File: src/rtl/scariv_sched_pkg.sv
// scariv_sched_pkg
//   Shared types and helpers for the issue entry scheduler.
//   - SCHED_DATA_W / SCHED_TAG_W : widths of the stored payload and wakeup tag
//   - sched_entry_t              : one scheduler slot {valid, ready, tag, data}
//   - occ_width()                : width of a counter that holds 0..n inclusive
package scariv_sched_pkg;

  localparam int SCHED_ENTRY_SIZE = 8;
  localparam int SCHED_ISS_PORTS  = 2;
  localparam int SCHED_DATA_W     = 32;
  localparam int SCHED_TAG_W      = 6;

  typedef struct packed {
    logic                    valid;
    logic                    ready;
    logic [SCHED_TAG_W-1:0]  tag;
    logic [SCHED_DATA_W-1:0] data;
  } sched_entry_t;

  // Bits needed to count from 0 up to and including n.
  function automatic int occ_width(input int n);
    return $clog2(n + 1);
  endfunction

endpackage

File: src/rtl/bit_pick_1_index.sv
// bit_pick_1_index
//   Combinational N-th-valid picker: finds the NUM-th set bit (counting from 0)
//   of i_valids, scanning from index 0 upward, and forwards that slot's data.
//   Ports:
//     i_valids      in  SEL_WIDTH               candidate bit vector
//     i_data        in  DATA_WIDTH x SEL_WIDTH  per-slot payload
//     o_valid       out 1                       an NUM-th set bit exists
//     o_data        out DATA_WIDTH              payload of the picked slot, 0 if none
//     o_picked_pos  out SEL_WIDTH               one-hot of the picked slot, 0 if none
module bit_pick_1_index #(
  parameter int NUM        = 0,
  parameter int SEL_WIDTH  = 8,
  parameter int DATA_WIDTH = 32
) (
  input  logic [SEL_WIDTH-1:0]  i_valids,
  input  logic [DATA_WIDTH-1:0] i_data [SEL_WIDTH],
  output logic                  o_valid,
  output logic [DATA_WIDTH-1:0] o_data,
  output logic [SEL_WIDTH-1:0]  o_picked_pos
);

  int cnt;

  always_comb begin
    o_valid      = 1'b0;
    o_data       = '0;
    o_picked_pos = '0;
    cnt          = 0;
    for (int i = 0; i < SEL_WIDTH; i++) begin
      if (i_valids[i] && !o_valid) begin
        if (cnt == NUM) begin
          o_valid         = 1'b1;
          o_data          = i_data[i];
          o_picked_pos[i] = 1'b1;
        end
        cnt = cnt + 1;
      end
    end
  end

endmodule

File: src/rtl/issue_entry_scheduler.sv
// issue_entry_scheduler
//   Holds up to ENTRY_SIZE dispatched operations, each waiting on at most one
//   source tag, and issues up to ISS_PORTS ready operations per cycle. Port p
//   receives the p-th ready entry in index order (lowest index first).
//   Ports:
//     i_clk, i_reset_n        clock, asynchronous active-low reset
//     i_flush                 clear every entry on the next edge
//     i_alloc_*/o_alloc_ready dispatch handshake, payload and source tag
//     i_wakeup_valid/_tag     tag broadcast that marks waiting entries ready
//     o_iss_valid/o_iss_data  per-port issue offer; i_iss_ready accepts it
//     o_occupancy, o_empty    registered count of valid entries
module issue_entry_scheduler
  import scariv_sched_pkg::*;
#(
  parameter int ENTRY_SIZE = SCHED_ENTRY_SIZE,
  parameter int ISS_PORTS  = SCHED_ISS_PORTS,
  // Stored payload/tag widths come from sched_entry_t; keep these equal to
  // the package widths.
  parameter int DATA_WIDTH = SCHED_DATA_W,
  parameter int TAG_W      = SCHED_TAG_W,
  localparam int OCC_W     = occ_width(ENTRY_SIZE),
  localparam int IDX_W     = $clog2(ENTRY_SIZE)
) (
  input  logic                  i_clk,
  input  logic                  i_reset_n,
  input  logic                  i_flush,
  input  logic                  i_alloc_valid,
  output logic                  o_alloc_ready,
  input  logic [DATA_WIDTH-1:0] i_alloc_data,
  input  logic                  i_alloc_src_ready,
  input  logic [TAG_W-1:0]      i_alloc_src_tag,
  input  logic                  i_wakeup_valid,
  input  logic [TAG_W-1:0]      i_wakeup_tag,
  output logic [ISS_PORTS-1:0]  o_iss_valid,
  output logic [DATA_WIDTH-1:0] o_iss_data [ISS_PORTS],
  input  logic [ISS_PORTS-1:0]  i_iss_ready,
  output logic [OCC_W-1:0]      o_occupancy,
  output logic                  o_empty
);

  sched_entry_t entry_q [ENTRY_SIZE];
  sched_entry_t entry_d [ENTRY_SIZE];
  logic [OCC_W-1:0] occ_q, occ_d;

  logic [ENTRY_SIZE-1:0] valid_vec;
  logic [ENTRY_SIZE-1:0] rdy_vec;
  logic [DATA_WIDTH-1:0] entry_data [ENTRY_SIZE];
  logic [IDX_W-1:0]      idx_tbl    [ENTRY_SIZE];

  logic [ENTRY_SIZE-1:0] free_oh;
  logic [IDX_W-1:0]      free_idx;
  logic                  alloc_fire;
  logic                  alloc_src_rdy;

  logic [ISS_PORTS-1:0]  pick_valid;
  logic [ENTRY_SIZE-1:0] pick_oh [ISS_PORTS];
  logic [ISS_PORTS-1:0]  iss_fire;
  logic [ENTRY_SIZE-1:0] release_oh;
  logic [OCC_W-1:0]      fire_cnt;

  for (genvar gi = 0; gi < ENTRY_SIZE; gi++) begin : g_entry_view
    assign valid_vec[gi]  = entry_q[gi].valid;
    assign rdy_vec[gi]    = entry_q[gi].valid & entry_q[gi].ready;
    assign entry_data[gi] = entry_q[gi].data;
    assign idx_tbl[gi]    = IDX_W'(gi);
  end

  // Free-slot pick: lowest-index invalid entry. Its data output carries the
  // slot index, which is only used to cross-check the one-hot.
  bit_pick_1_index #(
    .NUM        (0),
    .SEL_WIDTH  (ENTRY_SIZE),
    .DATA_WIDTH (IDX_W)
  ) u_free_pick (
    .i_valids     (~valid_vec),
    .i_data       (idx_tbl),
    .o_valid      (o_alloc_ready),
    .o_data       (free_idx),
    .o_picked_pos (free_oh)
  );

  assign alloc_fire    = i_alloc_valid && o_alloc_ready && !i_flush;
  // A wakeup in the dispatch cycle would otherwise be missed by the new entry.
  assign alloc_src_rdy = i_alloc_src_ready ||
                         (i_wakeup_valid && (i_wakeup_tag == i_alloc_src_tag));

  for (genvar gi = 0; gi < ISS_PORTS; gi++) begin : g_iss_pick
    bit_pick_1_index #(
      .NUM        (gi),
      .SEL_WIDTH  (ENTRY_SIZE),
      .DATA_WIDTH (DATA_WIDTH)
    ) u_iss_pick (
      .i_valids     (rdy_vec),
      .i_data       (entry_data),
      .o_valid      (pick_valid[gi]),
      .o_data       (o_iss_data[gi]),
      .o_picked_pos (pick_oh[gi])
    );
    assign o_iss_valid[gi] = pick_valid[gi] && !i_flush;
  end

  assign iss_fire = o_iss_valid & i_iss_ready;

  always_comb begin
    release_oh = '0;
    fire_cnt   = '0;
    for (int p = 0; p < ISS_PORTS; p++) begin
      if (iss_fire[p]) begin
        release_oh = release_oh | pick_oh[p];
      end
      fire_cnt = fire_cnt + OCC_W'(iss_fire[p]);
    end
  end

  // Entry next state. The allocation target is always a free slot, so it can
  // never coincide with a released one.
  always_comb begin
    for (int i = 0; i < ENTRY_SIZE; i++) begin
      entry_d[i] = entry_q[i];
      if (i_flush) begin
        entry_d[i] = '0;
      end else begin
        if (entry_q[i].valid && !entry_q[i].ready && i_wakeup_valid &&
            (entry_q[i].tag == i_wakeup_tag)) begin
          entry_d[i].ready = 1'b1;
        end
        if (release_oh[i]) begin
          entry_d[i].valid = 1'b0;
          entry_d[i].ready = 1'b0;
        end
        if (alloc_fire && free_oh[i]) begin
          entry_d[i].valid = 1'b1;
          entry_d[i].ready = alloc_src_rdy;
          entry_d[i].tag   = i_alloc_src_tag;
          entry_d[i].data  = i_alloc_data;
        end
      end
    end
  end

  always_comb begin
    if (i_flush) begin
      occ_d = '0;
    end else begin
      occ_d = occ_q + OCC_W'(alloc_fire) - fire_cnt;
    end
  end

  always_ff @(posedge i_clk or negedge i_reset_n) begin
    if (!i_reset_n) begin
      for (int i = 0; i < ENTRY_SIZE; i++) begin
        entry_q[i] <= '0;
      end
      occ_q <= '0;
    end else begin
      for (int i = 0; i < ENTRY_SIZE; i++) begin
        entry_q[i] <= entry_d[i];
      end
      occ_q <= occ_d;
    end
  end

  assign o_occupancy = occ_q;
  assign o_empty     = (occ_q == '0);

  a_occ_range: assert property (@(posedge i_clk) disable iff (!i_reset_n)
    occ_q <= OCC_W'(ENTRY_SIZE));

  a_free_pick_consistent: assert property (@(posedge i_clk) disable iff (!i_reset_n)
    alloc_fire |-> free_oh[free_idx]);

endmodule

File: config.mk
export PLATFORM = sky130hd
export DESIGN_NAME = issue_entry_scheduler
export DESIGN_NICKNAME = d
export VERILOG_FILES = /design/src/rtl/scariv_sched_pkg.sv /design/src/rtl/bit_pick_1_index.sv /design/src/rtl/issue_entry_scheduler.sv
export SDC_FILE = /design/constraint.sdc
export NUM_CORES = 1
export LEC_CHECK = 0
export CAP_MARGIN = 20
export CORE_MARGIN = 5
export CORE_UTILIZATION = 45
export DETAILED_ROUTE_END_ITERATION = 16
export HOLD_SLACK_MARGIN = 0.1
export PLACE_DENSITY = 0.6
export REMOVE_ABC_BUFFERS = 1
export SYNTH_ARGS = -nofsm -noshare
export SYNTH_HDL_FRONTEND = slang
export SYNTH_SLANG_ARGS = --single-unit
export TNS_END_PERCENT = 5
File: constraint.sdc
create_clock -name i_clk -period 8.4 [get_ports i_clk]
set_input_delay 0.84 -clock i_clk [delete_from_list [all_inputs] [get_ports i_clk]]
set_output_delay 0.84 -clock i_clk [all_outputs]
set_load 0.05 [all_outputs]
[Yosys cells after proc, flatten, opt, wreduce, memory -nomap -nowiden]
Cells that the tools add are included.
Cells by class
  bitwise gates (word level): 11
  mux-type cells: 168
  reductions and logical operators: 126
  $add $sub $neg: 20
  equality and inequality tests: 16
Operators with widths (count)
  32-bit 2-to-1 mux: 47
  40-bit 2-to-1 mux: 16
  32-bit by 2-bit adder with 32-bit output (second input constant): 15
  32-bit zero test: 14
  32-bit by 2-bit == test with 1-bit output (second input constant): 6
  1-bit 2-to-1 mux: 94
  1-bit logical AND: 57
  6-bit == test: 9
  4-bit nonzero test: 8
  1-bit zero test: 29
  3-bit nonzero test: 8
  2-bit 2-to-1 mux: 8
  8-bit 2-to-1 mux: 2
  2-bit nonzero test: 8
  1-bit AND: 8
  8-bit inverter: 1
  8-bit OR: 1
  1-bit by 1-bit adder with 2-bit output (second input constant): 2
  4-bit by 1-bit adder with 4-bit output: 1
  4-bit zero test: 1
  4-bit 2-to-1 mux: 1
  4-bit by 2-bit subtractor with 4-bit output: 1
  1-bit by 1-bit adder with 2-bit output: 1
  2-bit AND: 1
  other kinds (2): 2
Word-level totals
  bits in registers: 324
  word-level logic and storage cells: 374

[Logic depth before layout (Yosys ltp)]
  depth after elaboration: 31
  mapped depth: 34

[By module]
Synthesis repeated with hierarchy kept, for this count alone.
Second synthesis, totals
  cells, all modules: 2480
  area total of the unflattened synthesis: 21020.2 um2
By module, submodules not included
  issue_entry_scheduler: area each 14655.3 um2, instances 1, cells an instance 1564
  bit_pick_1_index (g_iss_pick[1].u_iss_pick): area each 3113.0 um2, instances 1, cells an instance 456
  bit_pick_1_index (g_iss_pick[0].u_iss_pick): area each 2396.0 um2, instances 1, cells an instance 346
  bit_pick_1_index (u_free_pick): area each 855.8 um2, instances 1, cells an instance 114

[Least setup slack after synthesis]
No wires, ideal clock.
  kind: register -> output
  start: register entry_q[319] (netlist bit)
  end: output o_iss_data[55] (netlist bit)
  arrival: 6515 ps
  stages on the path, launching flop included: 30
  setup slack: 1045 ps
  buffers on the path: 6
  path through: dfrtp_1 -> buf_2 -> and2_1 -> buf_2 -> clkinv_1 -> clkbuf_1 -> ha_1 -> nand3_2 -> inv_2 -> ha_1 -> clkbuf_1 -> clkinv_1 -> ha_1 -> nand4_1 -> o221ai_1 -> ha_1 -> mux2_2 -> ha_1 -> nand3_1 -> mux2i_1 -> o21ai_0 -> mux2i_1 -> o21a_1 -> o211ai_1 -> or3b_1 -> buf_2 -> clkbuf_1 -> o211ai_1 -> o21ai_0 -> o21ai_0
RTL lines
  from (decl): RTL line issue_entry_scheduler.sv:41  | sched_entry_t entry_q [ENTRY_SIZE];
  from (signal, indexed assignment): RTL line issue_entry_scheduler.sv:157  | entry_q[i] <= entry_d[i];
  to (decl): RTL line issue_entry_scheduler.sv:35  | output logic [DATA_WIDTH-1:0] o_iss_data [ISS_PORTS],

==> results_dict.tcl <==
set metrics [dict create \
    outcome "complete, no violations" \
    hpwlAfterDp_um 37200 \
    rsz0062_at_grt "no" \
    grt_first_pass_wirelength_um 96800 \
    postSynth.asyncResetShare 1.00 \
    fin_ws_ps 511 \
    route.detailed.wl_per_inst_um 19.0 \
    finalSetupViolations 0 \
    dp_slack_ps 963 \
    finish.utilization 0.533 \
    final_period_minus_worst_setup_slack_ps 7890 \
    max_freq_mhz 127 \
    design.portCount 124 \
    power_frac_comb 0.064 \
    first_global_vias 17676 \
    cp_data_required_time_ps 7560 \
    report.final.hold_viol_count 0 \
    p_seq_frac 0.457 \
    layout-drive-gt1-share 0.0848 \
    power.leakage_nw 9.53 \
    ys_warn_count 0 \
    synth_fa_ha_area_frac 0.0242 \
    critical_path.startpoint_type "flip-flop" \
    clock_tree_from_tritoncts "done" \
    synth_top_cell_by_area "sky130_fd_sc_hd__dfrtp_1" \
    postCtsSetupBuffers 0 \
    clock_latency_ps 550 \
    timing_worst_slew_pin_value_ps 1040 \
    clk_pin_slew_ps 60 \
    layout_worst_path_cycle_share 0.939 \
    fin_skew_ps 10.3 \
    post_cts_hold_buffer_count 0 \
    cts_repair_resize_count 0 \
    numPortBuffers 123 \
    post_drt_via_cell_ratio 5.74 \
    firstDrtPassIters 5 \
    grt_util_overall 0.247 \
    cts_inserted_buffers 39 \
    maxCapViolCount 0 \
    pwr_density_cell_mw_per_mm2 152 \
    swShare 0.242 \
    clkPwrFrac 0.479 \
    register_bit_total_from_synthesis 324 \
    power.net_switching_w 0.000846 \
    synth_simple_gate_area_frac 0.223 \
    post_synth.cell_area_avg_um2 7.71 \
    core_region_area_mm2 0.0433 \
    internal_power_w 0.00266 \
    timing.slew.headroom 0.306 \
    nFillCells 4066 \
    nNetsFinal 2623 \
    timing_worst_setup_path_type "flip-flop to output pin" \
    gpl.final_weighted_congestion 0.848 \
    total_number_of_vias 18063 \
    wl_um 59900 \
    placementRows 76 \
    hp-class "input port to asynchronous set/reset pin" \
    critPathArrivalTime_ps 7050 \
    netlist_instances 2561 \
    synth_compound_gate_area_share 0.234 \
    critical_path_peak_fanout 35 \
    drt_first_iter_violations 1580 \
    initial_core_util 0.457 \
    grt_antenna_before_repair 1 \
    root_buffer "sky130_fd_sc_hd__clkbuf_16" \
    yosys.area_share.xor_xnor 0.0389 \
    synthesis.area_mm2 0.0198 \
    synth-edff-count 0 \
    synth_top_family_by_area "compound AO/OA/AOI/OAI gates" \
    synth_cell_type_count 84 \
    cp-end-kind "output pin" \
    grt_start_max_net_pins 150 \
    synth_top_cell_area_share 0.410 \
    die_x_um 220 \
    yosysSeqAreaShare 0.410 \
    synth.area.top_cells "sky130_fd_sc_hd__dfrtp_1, sky130_fd_sc_hd__nand2_1, sky130_fd_sc_hd__o21ai_0, sky130_fd_sc_hd__nand3_1, sky130_fd_sc_hd__clkbuf_1" \
    flow.area_growth_from_synthesis_pct 16.7 \
    grt.overflow.total 0 \
    drc 0 \
    drtAntennaViolNets 0 \
    area_enclosed_by_the_die_boundary_mm2 0.0482 \
    post_synth_mux_area_share 0.00583 \
    vdd.ir_drop.worst_mv 0.112 \
    floorplan.die.height_um 220 \
    ctsHtreeMaxLevel 2 \
    cts.path.max_buffers 3 \
    final_max_slew_viol_count 0 \
    cts.sink_count 324 \
    ys_dominant_reg_cell "sky130_fd_sc_hd__dfrtp_1" \
]
## power groups by stage
stage          Combinational (W)  Clock, W  Sequential, W
2_1_floorplan          0.0000939         0        0.00163
3_3_place_gp            0.000225         0        0.00163
3_5_place_dp            0.000227         0        0.00163
4_1_cts                 0.000228   0.00172        0.00160
5_1_grt                 0.000250   0.00178        0.00160
6_report                0.000225   0.00168        0.00160
## worst paths after layout
kind,from,end,slack (ps),cells past startpoint
setup / recovery,entry_q[319],o_iss_data[44],510,25
hold / removal,i_reset_n,entry_data[109],280,1
setup reg to reg,entry_q[319],o_occupancy[3],1070,31
hold reg to reg,entry_data[114],entry_data[114],520,2
max in group asynchronous,i_reset_n,entry_data[57],6200,3
min in group i_clk,entry_data[114],entry_data[114],520,2
## layout by cell type (no fill, tap or decap), types with 10 or more instances in the layout
cell                              instances
sky130_fd_sc_hd__a211oi_1                73
sky130_fd_sc_hd__a21oi_1                 78
sky130_fd_sc_hd__a22oi_1                 35
sky130_fd_sc_hd__and2_1                  13
sky130_fd_sc_hd__and3_1                  10
sky130_fd_sc_hd__buf_12                  68
sky130_fd_sc_hd__buf_4                   34
sky130_fd_sc_hd__clkbuf_16               39
sky130_fd_sc_hd__clkdlybuf4s50_1         56
sky130_fd_sc_hd__dfrtp_1                324
sky130_fd_sc_hd__ha_1                    35
sky130_fd_sc_hd__inv_1                   74
sky130_fd_sc_hd__nand2_1                648
sky130_fd_sc_hd__nand3_1                164
sky130_fd_sc_hd__nand4_1                 15
sky130_fd_sc_hd__nor2_1                  89
sky130_fd_sc_hd__o211ai_1                69
sky130_fd_sc_hd__o21ai_0                457
sky130_fd_sc_hd__o21ai_1                 15
sky130_fd_sc_hd__xnor2_1                 48
sky130_fd_sc_hd__xor2_1                  26
## cell families after synthesis
| kind of cell | count (synthesis) |
|---|---|
| AOI/OAI and AO/OA | 785 |
| adders and majority gates | 37 |
| and+or+nand+nor | 1014 |
| other | 2 |
| muxes | 11 |
| DFF | 324 |
| xor gates and xnor gates | 81 |
| buffers and inverters | 307 |
## Yosys cell counts, drive strengths merged, types with 5 or more instances
| master | n |
|---|---|
| buf | 70 |
| nor3 | 13 |
| a31oi | 6 |
| a22oi | 36 |
| clkbuf | 157 |
| nor3b | 10 |
| mux2i | 10 |
| o211ai | 69 |
| nor2 | 92 |
| dfrtp | 324 |
| nand3 | 169 |
| ha | 35 |
| nor2b | 8 |
| a211oi | 73 |
| nand2 | 649 |
| a31o | 6 |
| nor4 | 5 |
| inv | 77 |
| xnor2 | 53 |
| a21o | 6 |
| nand4 | 17 |
| and3 | 13 |
| o21ai | 472 |
| and2 | 14 |
| a21oi | 80 |
| xor2 | 27 |
## area by class of cell
class,count,area [µm²],area share
multi-input combinational,1930,10500,0.454
sequential,324,8110,0.352
timing repair buffer,159,2190,0.0950
clock buffer,55,1110,0.0480
tap,585,732,0.0317
inverter,80,308,0.0133
clock inverter,12,141,0.00613
antenna,1,2.50,0.000109
## critical path, cell delays in order, from the launching register on
cell	delay, ps
sky130_fd_sc_hd__dfrtp_1	540
sky130_fd_sc_hd__and2_1	200
sky130_fd_sc_hd__clkinv_1	110
sky130_fd_sc_hd__ha_1	190
sky130_fd_sc_hd__buf_4	180
sky130_fd_sc_hd__nand3_2	90
sky130_fd_sc_hd__inv_2	70
sky130_fd_sc_hd__ha_1	390
sky130_fd_sc_hd__clkinv_1	260
sky130_fd_sc_hd__ha_1	340
sky130_fd_sc_hd__nand4_1	100
sky130_fd_sc_hd__o221ai_1	240
sky130_fd_sc_hd__ha_1	390
sky130_fd_sc_hd__mux2_2	310
sky130_fd_sc_hd__inv_1	80
sky130_fd_sc_hd__ha_1	140
sky130_fd_sc_hd__nand3_1	70
sky130_fd_sc_hd__a31oi_1	180
sky130_fd_sc_hd__nor4b_1	430
sky130_fd_sc_hd__o21ba_2	820
sky130_fd_sc_hd__buf_4	460
sky130_fd_sc_hd__nand2_1	90
sky130_fd_sc_hd__o211ai_1	90
sky130_fd_sc_hd__o21ai_0	130
sky130_fd_sc_hd__o21ai_0	360
sky130_fd_sc_hd__buf_12	190
## per-layer routing
layer	vias up	part of all wire	global-route usage
met4	0	0.024	0.0703
li1	8750	-	-
met2	493	0.47	0.399
met1	8730	0.46	0.349
met5	-	0	0
met3	90	0.050	0.0350
## sequential cells by signal (all words and copies together) (netlist names)
register,count
entry_q,64
entry_data,256
o_occupancy,4
## metrics by stage
step	hold WS [ps]	setup TNS [ps]	total power [W]	instance area, µm²	instances
floorplan	486	-191980	0.00172	18800	2334
global placement	499	0	0.00185	21800	3078
detailed placement	508	0	0.00185	21800	3078
CTS	330	0	0.00355	23100	3145
global route	374	0	0.00363	23100	3145
finish	280	0	0.00350	23100	3146
Note: power is estimated with default switching activity, not from simulation.
